<file path="src/rtl/imem_loader_pkg.sv">
// imem_loader_pkg: definitions shared by the instruction-memory loader.
//   MAGIC_DEFAULT  - default frame start byte
//   HDR_BYTES      - header length in bytes (MAGIC, LEN_HI, LEN_LO)
//   LEN_W          - width of the word-count field carried in the header
//   ST_*           - 3-bit FSM state encodings, state_e - the FSM state type
//   len_too_long() - true when a header word count exceeds the imem capacity

package imem_loader_pkg;

    localparam logic [7:0] MAGIC_DEFAULT = 8'hA5;

    // MAGIC plus a big-endian length field; everything after MAGIC is length.
    localparam int unsigned HDR_BYTES = 3;
    localparam int unsigned LEN_W     = 8 * (HDR_BYTES - 1);

    localparam logic [2:0] ST_IDLE   = 3'd0;
    localparam logic [2:0] ST_LEN_HI = 3'd1;
    localparam logic [2:0] ST_LEN_LO = 3'd2;
    localparam logic [2:0] ST_DATA   = 3'd3;
    localparam logic [2:0] ST_CSUM   = 3'd4;

    typedef enum logic [2:0] {
        StIdle  = ST_IDLE,
        StLenHi = ST_LEN_HI,
        StLenLo = ST_LEN_LO,
        StData  = ST_DATA,
        StCsum  = ST_CSUM
    } state_e;

    // A frame may fill the whole imem (2^aw words) but not one word more.
    // One extra bit keeps 2^aw representable when aw equals LEN_W.
    function automatic logic len_too_long(input logic [LEN_W-1:0] len, input int unsigned aw);
        logic [LEN_W:0] cap;
        cap = (LEN_W + 1)'(1) << aw;
        return ({1'b0, len} > cap);
    endfunction

endpackage

</file>
<file path="src/rtl/imem_loader_word_assembler.sv">
// imem_loader_word_assembler: packs the big-endian data bytes of a frame into
// 32-bit words and keeps the running XOR checksum of every data byte.
//   clock, reset   - master clock, asynchronous active-high reset
//   clear          - start of a new frame: empties the word and zeroes the checksum
//   byte_valid     - byte_data is a data byte to be consumed this cycle
//   byte_data      - data byte
//   word_next      - assembled word, meaningful while word_ready is high
//   word_ready     - combinational strobe: this byte completes a word
//   csum           - XOR of all data bytes consumed since the last clear

module imem_loader_word_assembler
    import imem_loader_pkg::*;
(
    input  logic        clock,
    input  logic        reset,
    input  logic        clear,
    input  logic        byte_valid,
    input  logic [7:0]  byte_data,
    output logic [31:0] word_next,
    output logic        word_ready,
    output logic [7:0]  csum
);

    // Only the first three bytes of a word need storing; the fourth is taken
    // straight from byte_data so the word is ready in the cycle it arrives.
    logic [23:0] shift_q;
    logic [1:0]  cnt_q;
    logic [7:0]  csum_q;

    assign word_next  = {shift_q, byte_data};
    assign word_ready = byte_valid && (cnt_q == 2'd3);
    assign csum       = csum_q;

    always_ff @(posedge clock or posedge reset) begin
        if (reset) begin
            shift_q <= '0;
            cnt_q   <= '0;
            csum_q  <= '0;
        end else if (clear) begin
            shift_q <= '0;
            cnt_q   <= '0;
            csum_q  <= '0;
        end else if (byte_valid) begin
            shift_q <= {shift_q[15:0], byte_data};
            // Wraps 3 -> 0 so the next word starts without extra control.
            cnt_q   <= cnt_q + 2'd1;
            csum_q  <= csum_q ^ byte_data;
        end
    end

endmodule

</file>
<file path="src/rtl/imem_loader.sv">
// imem_loader: parses a framed program image from the UART byte stream and
// writes it into the processor's instruction memory, holding the processor
// in reset while a frame is being loaded.
// Frame: MAGIC, LEN_HI, LEN_LO, LEN big-endian 32-bit words, CSUM (XOR of data).
//   clock, reset   - master clock, asynchronous active-high reset
//   rx_valid       - one-cycle strobe, rx_data valid (may be back-to-back)
//   rx_data        - received byte
//   imem_wren      - one-cycle write pulse per word
//   imem_addr      - word address of the write
//   imem_wdata     - word written
//   cpu_reset      - processor reset; held from frame start until a good CSUM
//   busy           - frame in progress
//   load_done      - sticky, last frame succeeded
//   load_error     - sticky, last frame failed (length, checksum or timeout)

module imem_loader
    import imem_loader_pkg::*;
#(
    parameter int unsigned ADDR_WIDTH     = 12,
    parameter logic [7:0]  MAGIC          = MAGIC_DEFAULT,
    parameter int unsigned TIMEOUT_CYCLES = 1000000
) (
    input  logic                  clock,
    input  logic                  reset,
    input  logic                  rx_valid,
    input  logic [7:0]            rx_data,
    output logic                  imem_wren,
    output logic [ADDR_WIDTH-1:0] imem_addr,
    output logic [31:0]           imem_wdata,
    output logic                  cpu_reset,
    output logic                  busy,
    output logic                  load_done,
    output logic                  load_error
);

    localparam int unsigned IDLE_W = $clog2(TIMEOUT_CYCLES + 1);
    localparam logic [IDLE_W-1:0] IDLE_LAST = IDLE_W'(TIMEOUT_CYCLES - 1);

    state_e                state_q;
    logic [7:0]            len_hi_q;
    logic [ADDR_WIDTH-1:0] word_idx_q;
    logic [ADDR_WIDTH-1:0] last_idx_q;
    logic [IDLE_W-1:0]     idle_cnt_q;

    logic [LEN_W-1:0]      len_full;
    logic                  frame_start;
    logic                  asm_valid;
    logic                  timeout;
    logic [31:0]           word_next;
    logic                  word_ready;
    logic [7:0]            csum;

    // Only meaningful in StLenLo, where rx_data is the low length byte.
    assign len_full    = {len_hi_q, rx_data};
    assign frame_start = (state_q == StIdle) && rx_valid && (rx_data == MAGIC);
    assign asm_valid   = (state_q == StData) && rx_valid;
    // A byte arriving on the last allowed cycle still counts as in time.
    assign timeout     = (state_q != StIdle) && !rx_valid && (idle_cnt_q == IDLE_LAST);

    imem_loader_word_assembler u_word_assembler (
        .clock      (clock),
        .reset      (reset),
        .clear      (frame_start),
        .byte_valid (asm_valid),
        .byte_data  (rx_data),
        .word_next  (word_next),
        .word_ready (word_ready),
        .csum       (csum)
    );

    always_ff @(posedge clock or posedge reset) begin
        if (reset) begin
            state_q    <= StIdle;
            len_hi_q   <= '0;
            word_idx_q <= '0;
            last_idx_q <= '0;
            idle_cnt_q <= '0;
            imem_wren  <= 1'b0;
            imem_addr  <= '0;
            imem_wdata <= '0;
            cpu_reset  <= 1'b0;
            busy       <= 1'b0;
            load_done  <= 1'b0;
            load_error <= 1'b0;
        end else begin
            imem_wren <= 1'b0;

            if (rx_valid || (state_q == StIdle)) begin
                idle_cnt_q <= '0;
            end else begin
                idle_cnt_q <= idle_cnt_q + IDLE_W'(1);
            end

            if (timeout) begin
                // cpu_reset stays asserted: the image in imem is incomplete.
                load_error <= 1'b1;
                busy       <= 1'b0;
                state_q    <= StIdle;
            end else begin
                unique case (state_q)
                    StIdle: begin
                        if (frame_start) begin
                            cpu_reset  <= 1'b1;
                            busy       <= 1'b1;
                            load_done  <= 1'b0;
                            load_error <= 1'b0;
                            word_idx_q <= '0;
                            state_q    <= StLenHi;
                        end
                    end

                    StLenHi: begin
                        if (rx_valid) begin
                            len_hi_q <= rx_data;
                            state_q  <= StLenLo;
                        end
                    end

                    StLenLo: begin
                        if (rx_valid) begin
                            // Don't-care when the length is zero or rejected.
                            last_idx_q <= ADDR_WIDTH'(len_full - LEN_W'(1));
                            if (len_too_long(len_full, ADDR_WIDTH)) begin
                                load_error <= 1'b1;
                                busy       <= 1'b0;
                                state_q    <= StIdle;
                            end else if (len_full == '0) begin
                                state_q <= StCsum;
                            end else begin
                                state_q <= StData;
                            end
                        end
                    end

                    StData: begin
                        if (word_ready) begin
                            imem_wren  <= 1'b1;
                            imem_wdata <= word_next;
                            imem_addr  <= word_idx_q;
                            word_idx_q <= word_idx_q + ADDR_WIDTH'(1);
                            if (word_idx_q == last_idx_q) begin
                                state_q <= StCsum;
                            end
                        end
                    end

                    StCsum: begin
                        if (rx_valid) begin
                            busy    <= 1'b0;
                            state_q <= StIdle;
                            if (rx_data == csum) begin
                                load_done <= 1'b1;
                                cpu_reset <= 1'b0;
                            end else begin
                                load_error <= 1'b1;
                            end
                        end
                    end

                    default: begin
                        state_q <= StIdle;
                    end
                endcase
            end
        end
    end

endmodule

</file>
<file path="config.mk">
export PLATFORM = sky130hd
export DESIGN_NAME = imem_loader
export DESIGN_NICKNAME = d
export VERILOG_FILES = /design/src/rtl/imem_loader_pkg.sv /design/src/rtl/imem_loader_word_assembler.sv /design/src/rtl/imem_loader.sv
export SDC_FILE = /design/constraint.sdc
export NUM_CORES = 1
export LEC_CHECK = 0
export CAP_MARGIN = 25
export CORE_MARGIN = 2
export CORE_UTILIZATION = 50
export CTS_CLUSTER_SIZE = 10
export DETAILED_ROUTE_END_ITERATION = 8
export PLACE_DENSITY = 0.78
export SLEW_MARGIN = 10
export SYNTH_ARGS = -nofsm -noshare
export SYNTH_HDL_FRONTEND = slang
export SYNTH_HIERARCHICAL = 1
export SYNTH_SLANG_ARGS = --single-unit
</file>
<file path="constraint.sdc">
create_clock -name clock -period 4.9 [get_ports clock]
set_input_delay 0.98 -clock clock [delete_from_list [all_inputs] [get_ports clock]]
set_output_delay 0.98 -clock clock [all_outputs]
set_load 0.005 [all_outputs]
</file>
==> out/qor.txt, run 1 <==
Routability Congestion = 0.897
initial drt markers = 373
Via density = 5.54
RSZ-0062 raised after global routing = false
fin cells = 811
Synth cell types = 52
Final min period = 3.51 ns
power per cell area = 325 mW/mm²
Combinational Power Share = 3.3%
grt ovf = 0
Slew headroom = 52.4%
gr usage total = 20.5%
Hold WC Path Type = flop to flop
Worst Setup Start Kind = input port
WL/cell = 16.6 µm
vias after detailed routing = 4,496
sequential share of power = 45.4%
slowest stage delay, CP = 0.77 ns
Filler cells = 1,012
Synth area leaders = dfrtp_1 53%, mux2_2 8.1%, mux2i_1 4.0%, xor2_1 3.6%, nor2_1 3.3%
worst-path cell chain = clkdlybuf4s50_1 > and3_2 > and2_1 > and3_1 > a41o_1 > o211a_4 > nand3_4 > mux2_1
synthesized flop and latch total = 138
largest net degree at the start of global routing = 82
Arr. time, crit path = 3.82 ns
fraction of layout cells with a size suffix above 1 = 16.6%
clk_lat worst skew = 0.43 ns
top cell type's share of synthesized area = 53.0%
reg2reg setup slack = 1.65 ns
Detail Placement HPWL = 9030 µm
hold-fix buffers at CTS = 0
Core Region = 0.0127 mm²
Die Area = 0.0140 mm²
# setup viols final = 0
Starting Density = 51.4%
prevailing post-synth register cell = dfrtp_1
Setup WS post-layout = 1.39 ns
area grow syn2layout = 19.6%
CP max-delay cell = clkdlybuf4s50_1
CTS tree = done
DRC Markers = 0
Peak VDD IR = 0.226 mV
Worst-Margin Slew = 0.707 ns
# Post-CTS Setup Buffers = 0
CTS Buf Count = 17
setup TNS = 0 ns
WP data required = 5.20 ns
sw frac = 21.0%
Avg Cell Area, Syn = 11.3 µm²
P_leak = 3.54 nW
# nets final = 643
leading area contributor after synthesis = dfrtp_1
TritonRoute pass-1 iters = 4
Clock Pin Slew Worst Setup and Hold Paths = 0.06 ns
Seq/Total Area, Yosys = 53.0%
Clock Power Share = 51.2%
Ant. Diodes = 0
# port buffers = 59
Mapped Area = 0.00652 mm²
most frequent cells in the layout = 138 x dfrtp_1, 59 x clkdlybuf4s50_1, 58 x nor2_1
io pins = 60
Final period util = 71.7%
Cells after DPL = 778
Max Fclk = 285 MHz
Crit Path Category = input port to flop
Post-synth EDFFs = 0
Routed Antenna Nets = 0
die width = 118 µm
Syn. warnings = 6
syn_nets = 593
status = completed
initial antenna violation count = 0
Worst setup EP type = flop
htree depth = 4
Synth async-reset ratio = 100%
CP Max Fanout = 46
TritonCTS Sinks = 138
vias in the first global route = 4,395
Pint = 0.00200 W
final hold vios = 0
Post-Route WL = 13,400 µm
most common cell after layout, fill and taps aside = dfrtp_1
Max-Cap Viols = 0
chip height = 118 µm
FP Rows = 41
Clock Skew = 0.00849 ns
CTS-repair resized insts = 0
pre-CTS setup slack = 0.951 ns
Slew Limit Fails = 0
clock tree root buffer cell = clkbuf_16
first-pass GRT wire length = 22,500 µm
Mapped Cells = 577
switching pwr = 0.000533 W
Clock Path Buffers = 2
[logic make-up (layout without fill, tap and decap cells)]
family	Yosys count	after routing	share of synthesized area, %
XOR/XNOR	48	48	6.45
AO/OA/AOI/OAI	70	70	7.31
multiplexers	78	78	13.0
AND/OR/NAND/NOR	189	189	15.0
flip-flops	138	138	53.0
adder cells (fa/ha/maj)	5	5	0.960
buffers and inverters	49	111	4.34
[sequential cells by signal, summed over array words and instances, names as in the netlist]
register                  cells
load_done                     1
imem_wren                     1
last_idx_q                   12
word_idx_q                   12
u_word_assembler/cnt_q        2
load_error                    1
imem_addr                    12
idle_cnt_q                   20
cpu_reset                     1
busy                          1
imem_wdata                   32
u_word_assembler/csum         8
state_q                       3
u_word_assembler/shift_q     24
len_hi_q                      8
[cell usage after synthesis, drive strengths merged (2+ instances only)]
library cell and n:
buf 22, nand2 41, clkbuf 14, nor4b 2, o211ai 2, xor2 27
a21oi 22, a21bo 8, ha 5, nor4 6, mux2i 26, o21ai 22
nand2b 2, o31ai 5, nand4 9, mux2 52, and3 5, dfrtp 138
or3 5, nand3b 11, a31o 3, a31oi 2, nand3 19, xnor2 21
or4 10, nor2 58, nor3 9, or4b 2, and4 2, inv 13
or2 3
[worst paths after layout]
path	to	cells past startpoint	start
max	imem_wdata[13]	8	rx_valid
min	cpu_reset	1	cpu_reset
max reg2reg	imem_wdata[13]	9	state_q[1]
min reg2reg	cpu_reset	1	cpu_reset
max in group asynchronous	last_idx_q[5]	4	reset
min in group asynchronous	u_word_assembler/shift_q[2]	2	reset
[per-layer routing]
metal | part of all wire [%] | track usage (%)
met5 | 0 | 0
met4 | 1.4 | 5.87
met3 | 4.1 | 6.37
met2 | 49 | 32.6
met1 | 46 | 27.2
[metrics by stage]
| stage | total power, W | hold slack [ns] | utilization, % | instance area (µm²) |
|---|---|---|---|---|
| floorplan | 0.00122 | 0.455 | - | 6520 |
| global placement | 0.00125 | 0.467 | 56.3 | 7140 |
| detailed placement | 0.00125 | 0.478 | 56.3 | 7140 |
| CTS | 0.00256 | 0.491 | 61.1 | 7740 |
| global route | 0.00262 | 0.507 | 61.5 | 7800 |
| finish | 0.00253 | 0.487 | 61.5 | 7800 |
[final cells by class]
cell class                 instances  area (µm²)  share of cell area (%)
timing repair buffer              67         691                    8.86
multi-input combinational        390        2780                    35.7
inverter                          13        51.3                   0.658
clock inverter                    11         146                    1.88
clock buffer                      20         457                    5.86
tap                              172         215                    2.76
sequential                       138        3450                    44.3
[power by group through the flow]
stage          Sequential (W)  Combinational [W]  Clock (W)
2_1_floorplan         0.00117          0.0000475          0
4_1_cts               0.00115          0.0000805    0.00132
5_1_grt               0.00115          0.0000940    0.00138
3_5_place_dp          0.00117          0.0000802          0
6_report              0.00115          0.0000843    0.00130
3_3_place_gp          0.00117          0.0000786          0
[worst max-delay path: cells and delay by family]
family,cells,cell delay (ns)
compound gates,2,0.40
buf+inv,1,0.77
mux,1,0.54
simple gates,4,1.11
Power figures use the tool's default switching activity.
==> run 2: changes to the inputs <==
- clock period: 4.9 -> 3.5 ns (I/O delays scaled with it)
==> run 2 against run 1 <==
Non-clock buffer count is 9 higher. Sequential power is 40% higher. Wire length is 3.2% higher. Global-route usage is 0.57 points higher. Core utilization is 0.48 points higher. Flip-flop and latch count stayed put. First-iteration DRC count is 24% lower. Clock power is 39% higher. Final cell count is 0.99% higher. Sequential share of layout area is 0.35 points lower. Combinational power is 41% higher. Die area stayed put. Critical path type is now flop to flop.
==> out/qor.txt, run 2 (synthesized netlist as in run 1, its figures left out) <==
setup TNS = 0 ns (unchanged)
Starting Density = 51.4% (unchanged)
chip height = 118 µm (unchanged)
Largest register FFs = 32 (unchanged)
vias in the first global route = 4,676 (+6.4%)
Core Region = 0.0127 mm² (unchanged)
Filler cells = 990 (-2.2%)
Routability Congestion = 0.872 (-2.8%)
Worst setup EP type = flop
Cells after DPL = 789 (+1.4%)
initial drt markers = 282 (-24%)
grt ovf = 0 (unchanged)
Via density = 5.60 (+0.98%)
hold-fix buffers at CTS = 0 (unchanged)
Routed Antenna Nets = 0 (unchanged)
die width = 118 µm (unchanged)
initial antenna violation count = 0 (unchanged)
min-delay src = imem_addr[11]
DRC Markers = 0 (unchanged)
WL/cell = 16.9 µm (+2.2%)
P_leak = 3.58 nW (+1.2%)
reg2reg start = idle_cnt_q[13]
area grow syn2layout = 20.6%
Final min period = 2.75 ns
reg2reg setup slack = 0.75 ns (-0.90 ns)
status = completed
# nets final = 652 (+1.4%)
CTS Buf Count = 17 (unchanged)
fin cells = 819 (+0.99%)
Detail Placement HPWL = 9170 µm (+1.5%)
power per cell area = 451 mW/mm² (+39%)
Setup crit start = idle_cnt_q[13]
TritonCTS Sinks = 138 (unchanged)
Ant. Diodes = 0 (unchanged)
fraction of layout cells with a size suffix above 1 = 17.6% (+1.0 points)
Max-Cap Viols = 0 (unchanged)
Slew Limit Fails = 0 (unchanged)
htree depth = 4 (unchanged)
final hold vios = 0 (unchanged)
# Post-CTS Setup Buffers = 0 (unchanged)
cell area after layout = 0.00786 mm² (+0.79%)
final hold slack = 0.500 ns (+0.0127 ns)
Peak VDD IR = 0.301 mV (+33%)
placed inst area = 0.00726 mm² (+1.7%)
Clock Skew = 0.0101 ns (+0.00165 ns)
Die Area = 0.0140 mm² (unchanged)
Post-Route WL = 13,900 µm (+3.2%)
# setup viols final = 0 (unchanged)
FP Rows = 41 (unchanged)
Slew headroom = 53.4% (+1.0 points)
Worst Setup Start Kind = flop
# port buffers = 59 (unchanged)
vias after detailed routing = 4,585 (+2.0%)
clk_lat worst skew = 0.42 ns (about the same)
Clock Path Buffers = 2 (unchanged)
CP Max Fanout = 41 (-11%)
area of the multi-input gates = 0.00278 mm² (unchanged)
Max Fclk = 363 MHz
largest net degree at the start of global routing = 105 (+28%)
TritonRoute pass-1 iters = 5 (+1)
CTS tree = done
most common cell after layout, fill and taps aside = dfrtp_1
Clock Pin Slew Worst Setup and Hold Paths = 0.06 ns (about the same)
Reg with most FFs = imem_wdata
Crit Path Category = flop to flop
Final period util = 78.6%
RSZ-0062 raised after global routing = false
Core Util, Final = 62.0% (+0.48 points)
gr usage total = 21.1% (+0.57 points)
clock tree root buffer cell = clkbuf_16
WP data required = 3.81 ns (-1.39 ns)
Reg area = 0.00345 mm² (unchanged)
Hold WC Path Type = flop to flop
Largest regs = imem_wdata (32), u_word_assembler/shift_q (24), idle_cnt_q (20)
most frequent cells in the layout = 138 x dfrtp_1, 59 x clkdlybuf4s50_1, 58 x nor2_1
first-pass GRT wire length = 23,400 µm (+4.0%)
CTS-repair resized insts = 0 (unchanged)
Arr. time, crit path = 3.06 ns (-0.76 ns)
io pins = 60 (unchanged)
Worst-Margin Slew = 0.697 ns (-0.0106 ns)
==> run 2: cell types whose count changed in the layout (fill, tap and decap cells not counted) <==
cell / before / now
clkinv_2: 2 / 1
buf_12: 0 / 3
clkinvlp_4: 5 / 4
buf_16: 2 / 0
inv_6: 0 / 1
buf_4: 6 / 14
==> run 2: power by group <==
part           total, W  leakage [nW]  internal, W  switching, W
combinational  0.000119          1.37    0.0000462     0.0000731
clock           0.00181         0.281      0.00115      0.000662
sequential      0.00161          1.92      0.00160    0.00000731
total           0.00354          3.58      0.00280      0.000743
==> run 2: area by class of cell <==
type / count / area share, %
clock buffer: 20 / 5.81
clock inverter: 10 / 1.82
inverter: 13 / 0.653
multi-input combinational: 390 / 35.4
sequential: 138 / 43.9
tap: 172 / 2.74
timing repair buffer: 76 / 9.62
==> run 2: worst max-delay path, cell delays in order, from the launching register on <==
cell and delay (ns):
dfrtp_1 0.43, or4b_1 0.54, or4_4 0.59, o211a_4 0.29
nand3_4 0.14, buf_12 0.24, mux2_2 0.37
==> run 2: stage by stage <==
stage | setup slack, ns | total power (W)
2_1_floorplan | 0.0678 | 0.00170
3_3_place_gp | 0.421 | 0.00176
3_5_place_dp | 0.387 | 0.00176
4_1_cts | 0.734 | 0.00358
5_1_grt | 0.652 | 0.00365
6_report | 0.747 | 0.00354
==> run 2: routing by layer <==
layer	global-route usage, %	part of all wire (%)	vias to the layer above
met5	0	0	-
met4	9.56	2.5	0
met3	5.02	4.4	32
met2	32.9	49	128
met1	27.9	44	2292
li1	-	-	2133
==> run 2: worst paths after layout <==
| kind | depth (start not counted) | end |
|---|---|---|
| setup / recovery | 6 | imem_wdata[8] |
| hold / removal | 1 | imem_addr[11] |
| setup reg to reg | 6 | imem_wdata[8] |
| hold reg to reg | 1 | imem_addr[11] |
| max in group asynchronous | 3 | idle_cnt_q[17] |
| min in group asynchronous | 3 | u_word_assembler/shift_q[18] |
==> run 3: changes to the inputs <==
- PLACE_DENSITY: 0.78 -> 0.81
- clock period: 3.5 -> 2.5 ns (I/O delays scaled with it)
==> run 3 against run 2 <==
Sequential power rose by 40%. The run now ends with setup timing left. Total power up 40%. Setup slack worse by 0.85 ns. Highest routed layer unchanged. Largest power group unchanged. Critical path depth did not move.
==> out/qor.txt, run 3 (synthesized netlist as in run 1, its figures left out) <==
first-pass GRT wire length = 24,900 µm (+6.2%)
gr usage total = 22.4% (+1.3 points)
Reg with most FFs = imem_wdata
io pins = 60 (unchanged)
final hold slack = 0.494 ns (-0.00600 ns)
Crit Path Category = flop to flop
WP data required = 2.80 ns (-1.01 ns)
clock tree root buffer cell = clkbuf_16
Worst Setup Start Kind = flop
Worst setup EP type = flop
# setup viols final = 44 (+44)
slowest stage delay, CP = 0.58 ns (about the same)
chip height = 118 µm (unchanged)
Peak VDD IR = 0.413 mV (+37%)
reg2reg start = idle_cnt_q[11]
Max Fclk = 384 MHz (+5.7%)
initial antenna violation count = 0 (unchanged)
CP max-delay cell = or4_4
WP buf/inv = 1 (unchanged)
TritonRoute pass-1 iters = 5 (unchanged)
Routed Antenna Nets = 0 (unchanged)
clk_lat worst skew = 0.42 ns (about the same)
Detail Placement HPWL = 10,000 µm (+9.2%)
pre-CTS setup slack = -0.251 ns (-0.637 ns)
Clock Path Buffers = 2 (unchanged)
min-delay src = idle_cnt_q[0]
initial drt markers = 314 (+11%)
htree depth = 4 (unchanged)
# port buffers = 59 (unchanged)
largest net degree at the start of global routing = 46 (-56%)
power per cell area = 596 mW/mm² (+32%)
Setup WS post-layout = -0.105 ns (-0.853 ns)
Slew Limit Fails = 0 (unchanged)
Core Region = 0.0127 mm² (unchanged)
CTS tree = done
vias in the first global route = 5,013 (+7.2%)
most common cell after layout, fill and taps aside = dfrtp_1
Filler cells = 925 (-6.6%)
# nets final = 696 (+6.7%)
Via density = 5.61 (+0.18%)
Setup crit start = idle_cnt_q[11]
critical path's top delay family = simple AND/OR/NAND/NOR gates
Largest regs = imem_wdata (32), u_word_assembler/shift_q (24), idle_cnt_q (20)
Clock Skew = 0.00921 ns (-0.000933 ns)
reg2reg setup slack = -0.11 ns (-0.85 ns)
Arr. time, crit path = 2.91 ns (-0.15 ns)
failing checks = setup timing
Die Area = 0.0140 mm² (unchanged)
Post-Route WL = 15,700 µm (+13%)
status = finished, violations left
Ant. Diodes = 0 (unchanged)
area grow syn2layout = 28.1%
vias after detailed routing = 4,851 (+5.8%)
FP Rows = 41 (unchanged)
Routability Congestion = 0.889 (+2.0%)
WL/cell = 18.1 µm (+7.0%)
Final period util = 104% (+26 points)
Final min period = 2.61 ns (-0.147 ns)
TritonCTS Sinks = 138 (unchanged)
Largest register FFs = 32 (unchanged)
final hold vios = 0 (unchanged)
die width = 118 µm (unchanged)
DRC Markers = 0 (unchanged)
P_leak = 3.93 nW (+9.7%)
fraction of layout cells with a size suffix above 1 = 23.4% (+5.8 points)
Max-Cap Viols = 0 (unchanged)
Worst-Margin Slew = 0.619 ns (-0.0775 ns)
Hold WC Path Type = flop to flop
Slew headroom = 58.7% (+5.3 points)
RSZ-0062 raised after global routing = true
most frequent cells in the layout = 138 x dfrtp_1, 59 x clkdlybuf4s50_1, 57 x nor2_1
grt ovf = 0 (unchanged)
Clock Pin Slew Worst Setup and Hold Paths = 0.06 ns (about the same)
Starting Density = 51.4% (unchanged)
worst-path cell chain = or4b_4 > or4_4 > o211a_4 > nand3_4 > buf_6 > mux2_2
CTS Buf Count = 17 (unchanged)
CP Max Fanout = 8 (-80%)
run 3: cell count changes in the layout (fill, tap and decap cells not counted), sizes merged:
| cell | before | now |
|---|---|---|
| buf | 17 | 59 |
| bufinv | 3 | 2 |
| clkbuf | 20 | 23 |
| clkinv | 2 | 3 |
| inv | 14 | 15 |
run 3: final timing paths:
path	endpoint	cells after the start
max reg2reg	imem_wdata[17]	6
max in group asynchronous	word_idx_q[2]	3
max	imem_wdata[17]	6
min in group asynchronous	imem_wdata[16]	2
min	idle_cnt_q[0]	1
min reg2reg	idle_cnt_q[0]	1
run 3: power by group:
part	internal [W]	switching, W
combinational	0.0000803	0.000108
sequential	0.00225	0.00000969
clock	0.00154	0.000993
run 3: final cells by class:
| type | instances | area [µm²] | area share, % |
|---|---|---|---|
| sequential | 138 | 3450 | 41.3 |
| inverter | 13 | 52.6 | 0.629 |
| multi-input combinational | 390 | 2900 | 34.7 |
| timing repair buffer | 120 | 1140 | 13.6 |
| clock inverter | 11 | 138 | 1.65 |
| tap | 172 | 215 | 2.58 |
| clock buffer | 21 | 460 | 5.51 |
run 3: per-stage QoR:
step	total power, W	cell area, µm²	util (%)	TNS, ns	std cells
global route	0.00512	8350	65.9	-5.41	865
CTS	0.00500	8160	64.4	-2.54	860
global placement	0.00248	7560	59.7	-10.35	828
detailed placement	0.00248	7560	59.7	-12.65	828
finish	0.00498	8350	65.9	-3.27	865
floorplan	0.00239	6540	-	-0.128	577
run 3: routing by layer:
metal	global-route usage [%]	vias up	part of all wire, %
met5	0	-	0
met3	5.45	26	4.1
met4	7.15	0	1.6
met2	38.3	141	52
met1	27.9	2463	43
li1	-	2221	-
run 3: repair_timing:
item                                   CTS  global route
setup endpoints to repair               44            47
hold buffers                             0             0
buffers inserted                         0             2
endpoints found under the hold margin    0             0
resized for setup                        0            31
pin swaps                                0             1
gates cloned                             0             3
